[src/rtl/board_renderer_pkg.sv]
// Shared constants for the tic-tac-toe board renderer: cell codes, colours,
// cell origin tables and the drawing FSM encoding.
package board_renderer_pkg;

  localparam logic [1:0] CODE_EMPTY = 2'd0;
  localparam logic [1:0] CODE_O     = 2'd1;
  localparam logic [1:0] CODE_X     = 2'd2;

  localparam logic [2:0] DEF_COL_EMPTY = 3'b111;
  localparam logic [2:0] DEF_COL_O     = 3'b011;
  localparam logic [2:0] DEF_COL_X     = 3'b101;
  // Illegal cell code paints black so a corrupted grid is visible on screen
  localparam logic [2:0] COL_FAULT     = 3'b000;

  localparam logic [7:0] ORG_X0 = 8'd37;
  localparam logic [7:0] ORG_X1 = 8'd67;
  localparam logic [7:0] ORG_X2 = 8'd97;
  localparam logic [6:0] ORG_Y0 = 7'd7;
  localparam logic [6:0] ORG_Y1 = 7'd37;
  localparam logic [6:0] ORG_Y2 = 7'd67;

  localparam logic [3:0] LAST_CELL = 4'd8;

  // state     | meaning
  // ST_IDLE   | waiting for start, grid snapshot taken on accept
  // ST_LOAD   | clear cell/pixel counters
  // ST_DRAW   | one plot strobe per cycle, cells 0..8 back to back
  // ST_FINISH | drop busy, pulse done
  typedef enum logic [1:0] {
    ST_IDLE   = 2'd0,
    ST_LOAD   = 2'd1,
    ST_DRAW   = 2'd2,
    ST_FINISH = 2'd3
  } state_t;

endpackage

[src/rtl/board_renderer_cell_origin_lut.sv]
// Maps a cell index and the grid snapshot to that cell's screen origin and
// fill colour. Purely combinational.
module cell_origin_lut
  import board_renderer_pkg::*;
#(
  parameter logic [2:0] COL_EMPTY = DEF_COL_EMPTY,
  parameter logic [2:0] COL_O     = DEF_COL_O,
  parameter logic [2:0] COL_X     = DEF_COL_X
) (
  input  logic [3:0]  i_cell,
  input  logic [17:0] i_snap,
  output logic [7:0]  o_ox,
  output logic [6:0]  o_oy,
  output logic [2:0]  o_colour
);

  logic [1:0] w_col;
  logic [1:0] w_row;
  logic [1:0] w_code;

  // Split the row-major cell index into column/row and pick its 2-bit code
  always_comb begin
    w_col  = 2'd0;
    w_row  = 2'd0;
    w_code = i_snap[17:16];
    case (i_cell)
      4'd0: begin w_col = 2'd0; w_row = 2'd0; w_code = i_snap[17:16]; end
      4'd1: begin w_col = 2'd1; w_row = 2'd0; w_code = i_snap[15:14]; end
      4'd2: begin w_col = 2'd2; w_row = 2'd0; w_code = i_snap[13:12]; end
      4'd3: begin w_col = 2'd0; w_row = 2'd1; w_code = i_snap[11:10]; end
      4'd4: begin w_col = 2'd1; w_row = 2'd1; w_code = i_snap[9:8];   end
      4'd5: begin w_col = 2'd2; w_row = 2'd1; w_code = i_snap[7:6];   end
      4'd6: begin w_col = 2'd0; w_row = 2'd2; w_code = i_snap[5:4];   end
      4'd7: begin w_col = 2'd1; w_row = 2'd2; w_code = i_snap[3:2];   end
      4'd8: begin w_col = 2'd2; w_row = 2'd2; w_code = i_snap[1:0];   end
      default: begin w_col = 2'd0; w_row = 2'd0; w_code = i_snap[17:16]; end
    endcase
  end

  // Origin tables and colour map
  always_comb begin
    case (w_col)
      2'd1:    o_ox = ORG_X1;
      2'd2:    o_ox = ORG_X2;
      default: o_ox = ORG_X0;
    endcase
    case (w_row)
      2'd1:    o_oy = ORG_Y1;
      2'd2:    o_oy = ORG_Y2;
      default: o_oy = ORG_Y0;
    endcase
    case (w_code)
      CODE_EMPTY: o_colour = COL_EMPTY;
      CODE_O:     o_colour = COL_O;
      CODE_X:     o_colour = COL_X;
      default:    o_colour = COL_FAULT;
    endcase
  end

endmodule

[src/rtl/board_renderer.sv]
// Paints the 3x3 board onto the VGA adapter: one plot strobe per pixel of a
// filled CELL_SIZE square per cell, cells 0..8 in row-major order.
module board_renderer
  import board_renderer_pkg::*;
#(
  parameter int         CELL_SIZE = 20,
  parameter logic [2:0] COL_EMPTY = DEF_COL_EMPTY,
  parameter logic [2:0] COL_O     = DEF_COL_O,
  parameter logic [2:0] COL_X     = DEF_COL_X
) (
  input  logic        clk,
  input  logic        resetn,
  input  logic        start,
  input  logic [17:0] grid,
  output logic [7:0]  x,
  output logic [6:0]  y,
  output logic [2:0]  colour,
  output logic        plot,
  output logic        busy,
  output logic        done
);

  localparam logic [4:0] LAST_PX = 5'(CELL_SIZE - 1);

  state_t      r_state;
  logic [17:0] r_snap;
  logic [3:0]  r_cell;
  logic [4:0]  r_px;
  logic [4:0]  r_py;
  logic [7:0]  r_x;
  logic [6:0]  r_y;
  logic [2:0]  r_colour;
  logic        r_plot;
  logic        r_busy;
  logic        r_done;

  logic [7:0]  w_ox;
  logic [6:0]  w_oy;
  logic [2:0]  w_colour;

  cell_origin_lut #(
    .COL_EMPTY (COL_EMPTY),
    .COL_O     (COL_O),
    .COL_X     (COL_X)
  ) u_lut (
    .i_cell   (r_cell),
    .i_snap   (r_snap),
    .o_ox     (w_ox),
    .o_oy     (w_oy),
    .o_colour (w_colour)
  );

  // Drawing FSM with registered VGA outputs
  always_ff @(posedge clk or negedge resetn) begin
    if (!resetn) begin
      r_state  <= ST_IDLE;
      r_snap   <= '0;
      r_cell   <= '0;
      r_px     <= '0;
      r_py     <= '0;
      r_x      <= '0;
      r_y      <= '0;
      r_colour <= '0;
      r_plot   <= 1'b0;
      r_busy   <= 1'b0;
      r_done   <= 1'b0;
    end else begin
      case (r_state)
        ST_IDLE: begin
          r_plot <= 1'b0;
          r_done <= 1'b0;
          // a start coinciding with the done pulse is dropped; requester retries
          if (start && !r_done) begin
            r_snap  <= grid;
            r_busy  <= 1'b1;
            r_state <= ST_LOAD;
          end
        end
        ST_LOAD: begin
          r_cell  <= '0;
          r_px    <= '0;
          r_py    <= '0;
          r_busy  <= 1'b1;
          r_state <= ST_DRAW;
        end
        ST_DRAW: begin
          r_x      <= w_ox + {3'b000, r_px};
          r_y      <= w_oy + {2'b00, r_py};
          r_colour <= w_colour;
          r_plot   <= 1'b1;
          if (r_px == LAST_PX) begin
            r_px <= '0;
            if (r_py == LAST_PX) begin
              r_py <= '0;
              if (r_cell == LAST_CELL) r_state <= ST_FINISH;
              else                     r_cell  <= r_cell + 4'd1;
            end else begin
              r_py <= r_py + 5'd1;
            end
          end else begin
            r_px <= r_px + 5'd1;
          end
        end
        ST_FINISH: begin
          r_plot  <= 1'b0;
          r_done  <= 1'b1;
          r_busy  <= 1'b0;
          r_state <= ST_IDLE;
        end
        default: r_state <= ST_IDLE;
      endcase
    end
  end

  assign x      = r_x;
  assign y      = r_y;
  assign colour = r_colour;
  assign plot   = r_plot;
  assign busy   = r_busy;
  assign done   = r_done;

endmodule

[config.mk]
export PLATFORM = sky130hd
export DESIGN_NAME = board_renderer
export DESIGN_NICKNAME = d
export VERILOG_FILES = /design/src/rtl/board_renderer_pkg.sv /design/src/rtl/board_renderer_cell_origin_lut.sv /design/src/rtl/board_renderer.sv
export SDC_FILE = /design/constraint.sdc
export NUM_CORES = 1
export LEC_CHECK = 0
export ABC_AREA = 1
export BUFFER_PORTS_ARGS = -buffer_cell sky130_fd_sc_hd__buf_2
export CAP_MARGIN = 20
export CORE_MARGIN = 1.5
export CORE_UTILIZATION = 47
export CTS_CLUSTER_SIZE = 10
export DETAILED_ROUTE_END_ITERATION = 10
export PLACE_DENSITY = 0.67
export SKIP_CTS_REPAIR_TIMING = 1
export SLEW_MARGIN = 20
export SYNTH_ARGS = -nofsm -noshare
export SYNTH_HDL_FRONTEND = slang
export SYNTH_HIERARCHICAL = 1
export SYNTH_SLANG_ARGS = --single-unit
[constraint.sdc]
create_clock -name clk -period 3.35 [get_ports clk]
set_input_delay 0.1675 -clock clk [delete_from_list [all_inputs] [get_ports clk]]
set_output_delay 0.1675 -clock clk [all_outputs]
set_load 0.02 [all_outputs]
==> run_results.csv <==
group,metric,value,unit
synthesis,synth_xor_area_share,2.35,%
synthesis,synthSimpleGateAreaFrac,26.3,%
placement,dpl-instance-area,3610,um2
worst_setup_path,cp_max_fo,11,
synthesis,synth_cell_type_count,31,
floorplanning,initial_core_util,49.0,%
power_and_ir_drop,power_switching,1.27,mW
layout,drive_gt1_share,20.5,%
synthesis,muxShareOfSynthArea,7.17,%
sta,setup_viol,0,
clocking,cts-root-buf,"clkbuf_8",
drt,routedWlPerCell,12.1,um
sta,period_share,74.8,%
floorplanning,rows,30,
layout,stdcell_area,3740,um2
clocking,insertion_delay,0.31,ns
sta,tightest_slew,0.720,ns
drt,ant_nets,0,
sta,final-hold-violation-count,0,
synthesis,synth_area_leaders,"dfrtp_1, nand2_1, ha_1, nand3_1, inv_1",
placement,dp_hpwl,4840,um
layout,nNetsFinal,482,
synthesis,synth_top_area_share,41.1,%
synthesis,ys_seq_area_share,41.1,%
synthesis,yosysWarnings,6,
worst_hold_path,hold_class,"in2reg",
power_and_ir_drop,ir_drop,332,uV
worst_setup_path,critPathMaxStageDelay,0.49,ns
synthesis,ys_ff_latch,55,
placement,place.gp.congestion,0.816,
placement,io_buffer_count,41,
clocking,numCtsBuffers,5,
sta,fin_worst_skew,0.0175,ns
layout,stdcell_count,534,
drt,first_iter_violations,121,
layout,multi_input_area,1730,um2
drt,num_vias,2588,
floorplanning,fp.dieH,87.4,um
run_status,status,"finished, final reports clean",
placement,placedCellCount,525,
power_and_ir_drop,power.density,804,nW/um2
sta,slew_headroom,52.0,%
clocking,cts_buffer_depth,2,
power_and_ir_drop,combinationalPowerShare,47.7,%
global_route,antenna_found_initial,0,
power_and_ir_drop,p_leak,1.99,nW
clocking,htree_levels,2,
worst_setup_path,criticalPathCategory,"reg2reg",
floorplanning,core_area,6830,um2
synthesis,yosys.area.top_type,"dfrtp_1",
global_route,grt_pass1_vias,2575,
clocking,clock_sinks,55,
worst_setup_path,endpoint_kind,"flop",
power_and_ir_drop,p_int,1.74,mW
sta,fmax,399,MHz
worst_setup_path,path_cells,"inv_1 > nor2_2 > inv_1 > o21ai_0 > inv_1 > ha_1 > or2_2 > nand3_1 > nand3_1 > nand3_1 > nand2_1",
drt,wl,6470,um
global_route,grt_first_pass_wirelength,11600,um
worst_setup_path,arrival,2.71,ns
sta,finalCriticalPeriod,2.50,ns
clocking,tritoncts,"yes",
drt,vias_per_cell,4.85,
layout,seqCellArea,1380,um2
run,maxCapViolCount,0,
global_route,grt_overflow,0,
worst_setup_path,required,3.56,ns
power_and_ir_drop,switching_share,42.2,%
synthesis,synth_compound_area_share,5.75,%
drt,drc,0,
worst_setup_path,cp_top_family,"simple AND/OR/NAND/NOR gates",
floorplanning,die_x,87.4,um
floorplanning,boundaryPins,42,
layout,area_growth,11.7,%
synthesis,avgSynthCellArea,8.48,um2
worst_setup_path,cp-start-kind,"flop",
layout,diodes,0,
drt,firstDrtPassIters,4,
synthesis,synthAdderAreaFrac,9.42,%
global_route,grt_use_total,18.9,%
global_route,grt_max_degree,32,
synthesis,synth_top_family_by_area,"simple AND/OR/NAND/NOR gates",
floorplanning,die_area,7640,um2
synthesis,synthCells,395,
synthesis,synthesis.area,3350,um2
worst_setup_path,crit_slowest_cell,"dfrtp_1",
layout,fill_cells,672,
power_and_ir_drop,seqPwrFrac,36.9,%
sta,maxSlewViolCount,0,
power_and_ir_drop,clock_power_share,15.4,%
worst_setup_path,path_buf_inv,3,
clocking,path_clk_slew,0.11,ns
sta,tns,0,ns
sta,rsz0062_at_grt,"no",
## layout by cell type (no fill, tap or decap), types with 3 or more instances in the layout
cell and count:
nand2_1 109, dfrtp_1 55, nand3_1 44, buf_2 41, inv_1 40, ha_1 22
o21ai_0 19, nor2_1 17, mux2_4 10, a21oi_1 8, mux2_2 8, nor2_2 7
xor2_1 7, conb_1 7, clkbuf_8 6, nand4_1 5, or2_2 5, o21ai_1 5
buf_4 3
## flip-flops by register name (all words and copies together) (netlist names)
signal,count
busy,1
colour,3
done,1
plot,1
r_cell,4
r_px,5
r_py,5
r_snap,18
r_state,2
x,8
y,7
## worst paths after layout
| path | start | endpoint | slack [ns] | depth (start not counted) |
|---|---|---|---|---|
| setup reg to reg | r_cell[2]$_DFFE_PN0P_ | y[5]$_DFFE_PN0P_ | 0.85 | 11 |
| max in group asynchronous | resetn | r_cell[1]$_DFFE_PN0P_ | 2.08 | 3 |
| hold / removal | grid[7] | r_snap[7]$_DFFE_PN0P_ | 0.07 | 2 |
| min in group asynchronous | resetn | x[2]$_DFFE_PN0P_ | 0.44 | 2 |
| hold reg to reg | colour[1]$_DFFE_PN0P_ | colour[1]$_DFFE_PN0P_ | 0.48 | 2 |
| setup / recovery | r_cell[2]$_DFFE_PN0P_ | y[5]$_DFFE_PN0P_ | 0.85 | 11 |
## worst reg2reg max path: stages, from the launching register on
cell	delay (ns)
dfrtp_1	0.49
inv_1	0.10
nor2_2	0.33
inv_1	0.09
o21ai_0	0.37
inv_1	0.09
ha_1	0.32
or2_2	0.31
nand3_1	0.11
nand3_1	0.07
nand3_1	0.08
nand2_1	0.05
## Yosys cell counts, drive strengths merged
cell / count
nand2: 111
dfrtp: 55
nand3: 48
inv: 41
nor2: 24
o21ai: 24
ha: 22
mux2: 18
buf: 13
a21oi: 8
or2: 7
xor2: 7
nand4: 5
clkbuf: 2
conb: 2
fa: 2
xnor2: 2
a21boi: 1
a31oi: 1
o21a: 1
o21bai: 1
## logic make-up after synthesis
group | after synthesis
AOI/OAI and AO/OA | 36
adders and majority gates | 24
DFF | 55
other | 2
buffers and inverters | 56
xor gates and xnor gates | 9
muxes | 18
and+or+nand+nor | 195
## power by group through the flow
| stage | clock (mW) | sequential, mW | combinational [mW] |
|---|---|---|---|
| 2_1_floorplan | 0 | 1.22 | 0.978 |
| 3_3_place_gp | 0 | 1.12 | 1.40 |
| 3_5_place_dp | 0 | 1.13 | 1.44 |
| 4_1_cts | 0.478 | 1.11 | 1.45 |
| 5_1_grt | 0.505 | 1.15 | 1.65 |
| 6_report | 0.464 | 1.11 | 1.43 |
## area by class of cell
| type | count | area share (%) |
|---|---|---|
| Clock inverter | 2 | 0.937 |
| Multi-Input combinational cell | 289 | 46.4 |
| Sequential cell | 55 | 36.8 |
| Timing Repair Buffer | 45 | 6.36 |
| Tap cell | 96 | 3.21 |
| Clock buffer | 6 | 2.21 |
| Inverter | 41 | 4.12 |
## routing by layer
layer  wire length (um)  track usage (%)
met5                  0                0
met4                 59             5.05
met3                175             3.13
met2               3110             32.6
met1               3130             24.7
## through the flow
| stage | total power, mW | utilization (%) | setup slack (ns) | hold WS, ns |
|---|---|---|---|---|
| after global placement | 2.52 | 52.9 | 0.923 | 0.260 |
| after CTS | 3.05 | 54.6 | 0.830 | -0.0779 |
| after detailed placement | 2.56 | 52.9 | 0.824 | 0.271 |
| after global routing | 3.30 | 54.7 | 0.503 | 0.0561 |
| final | 3.01 | 54.7 | 0.846 | 0.0747 |
| after floorplan | 2.20 | - | 1.16 | -0.128 |
No activity file was read; power rests on OpenSTA's default activity.
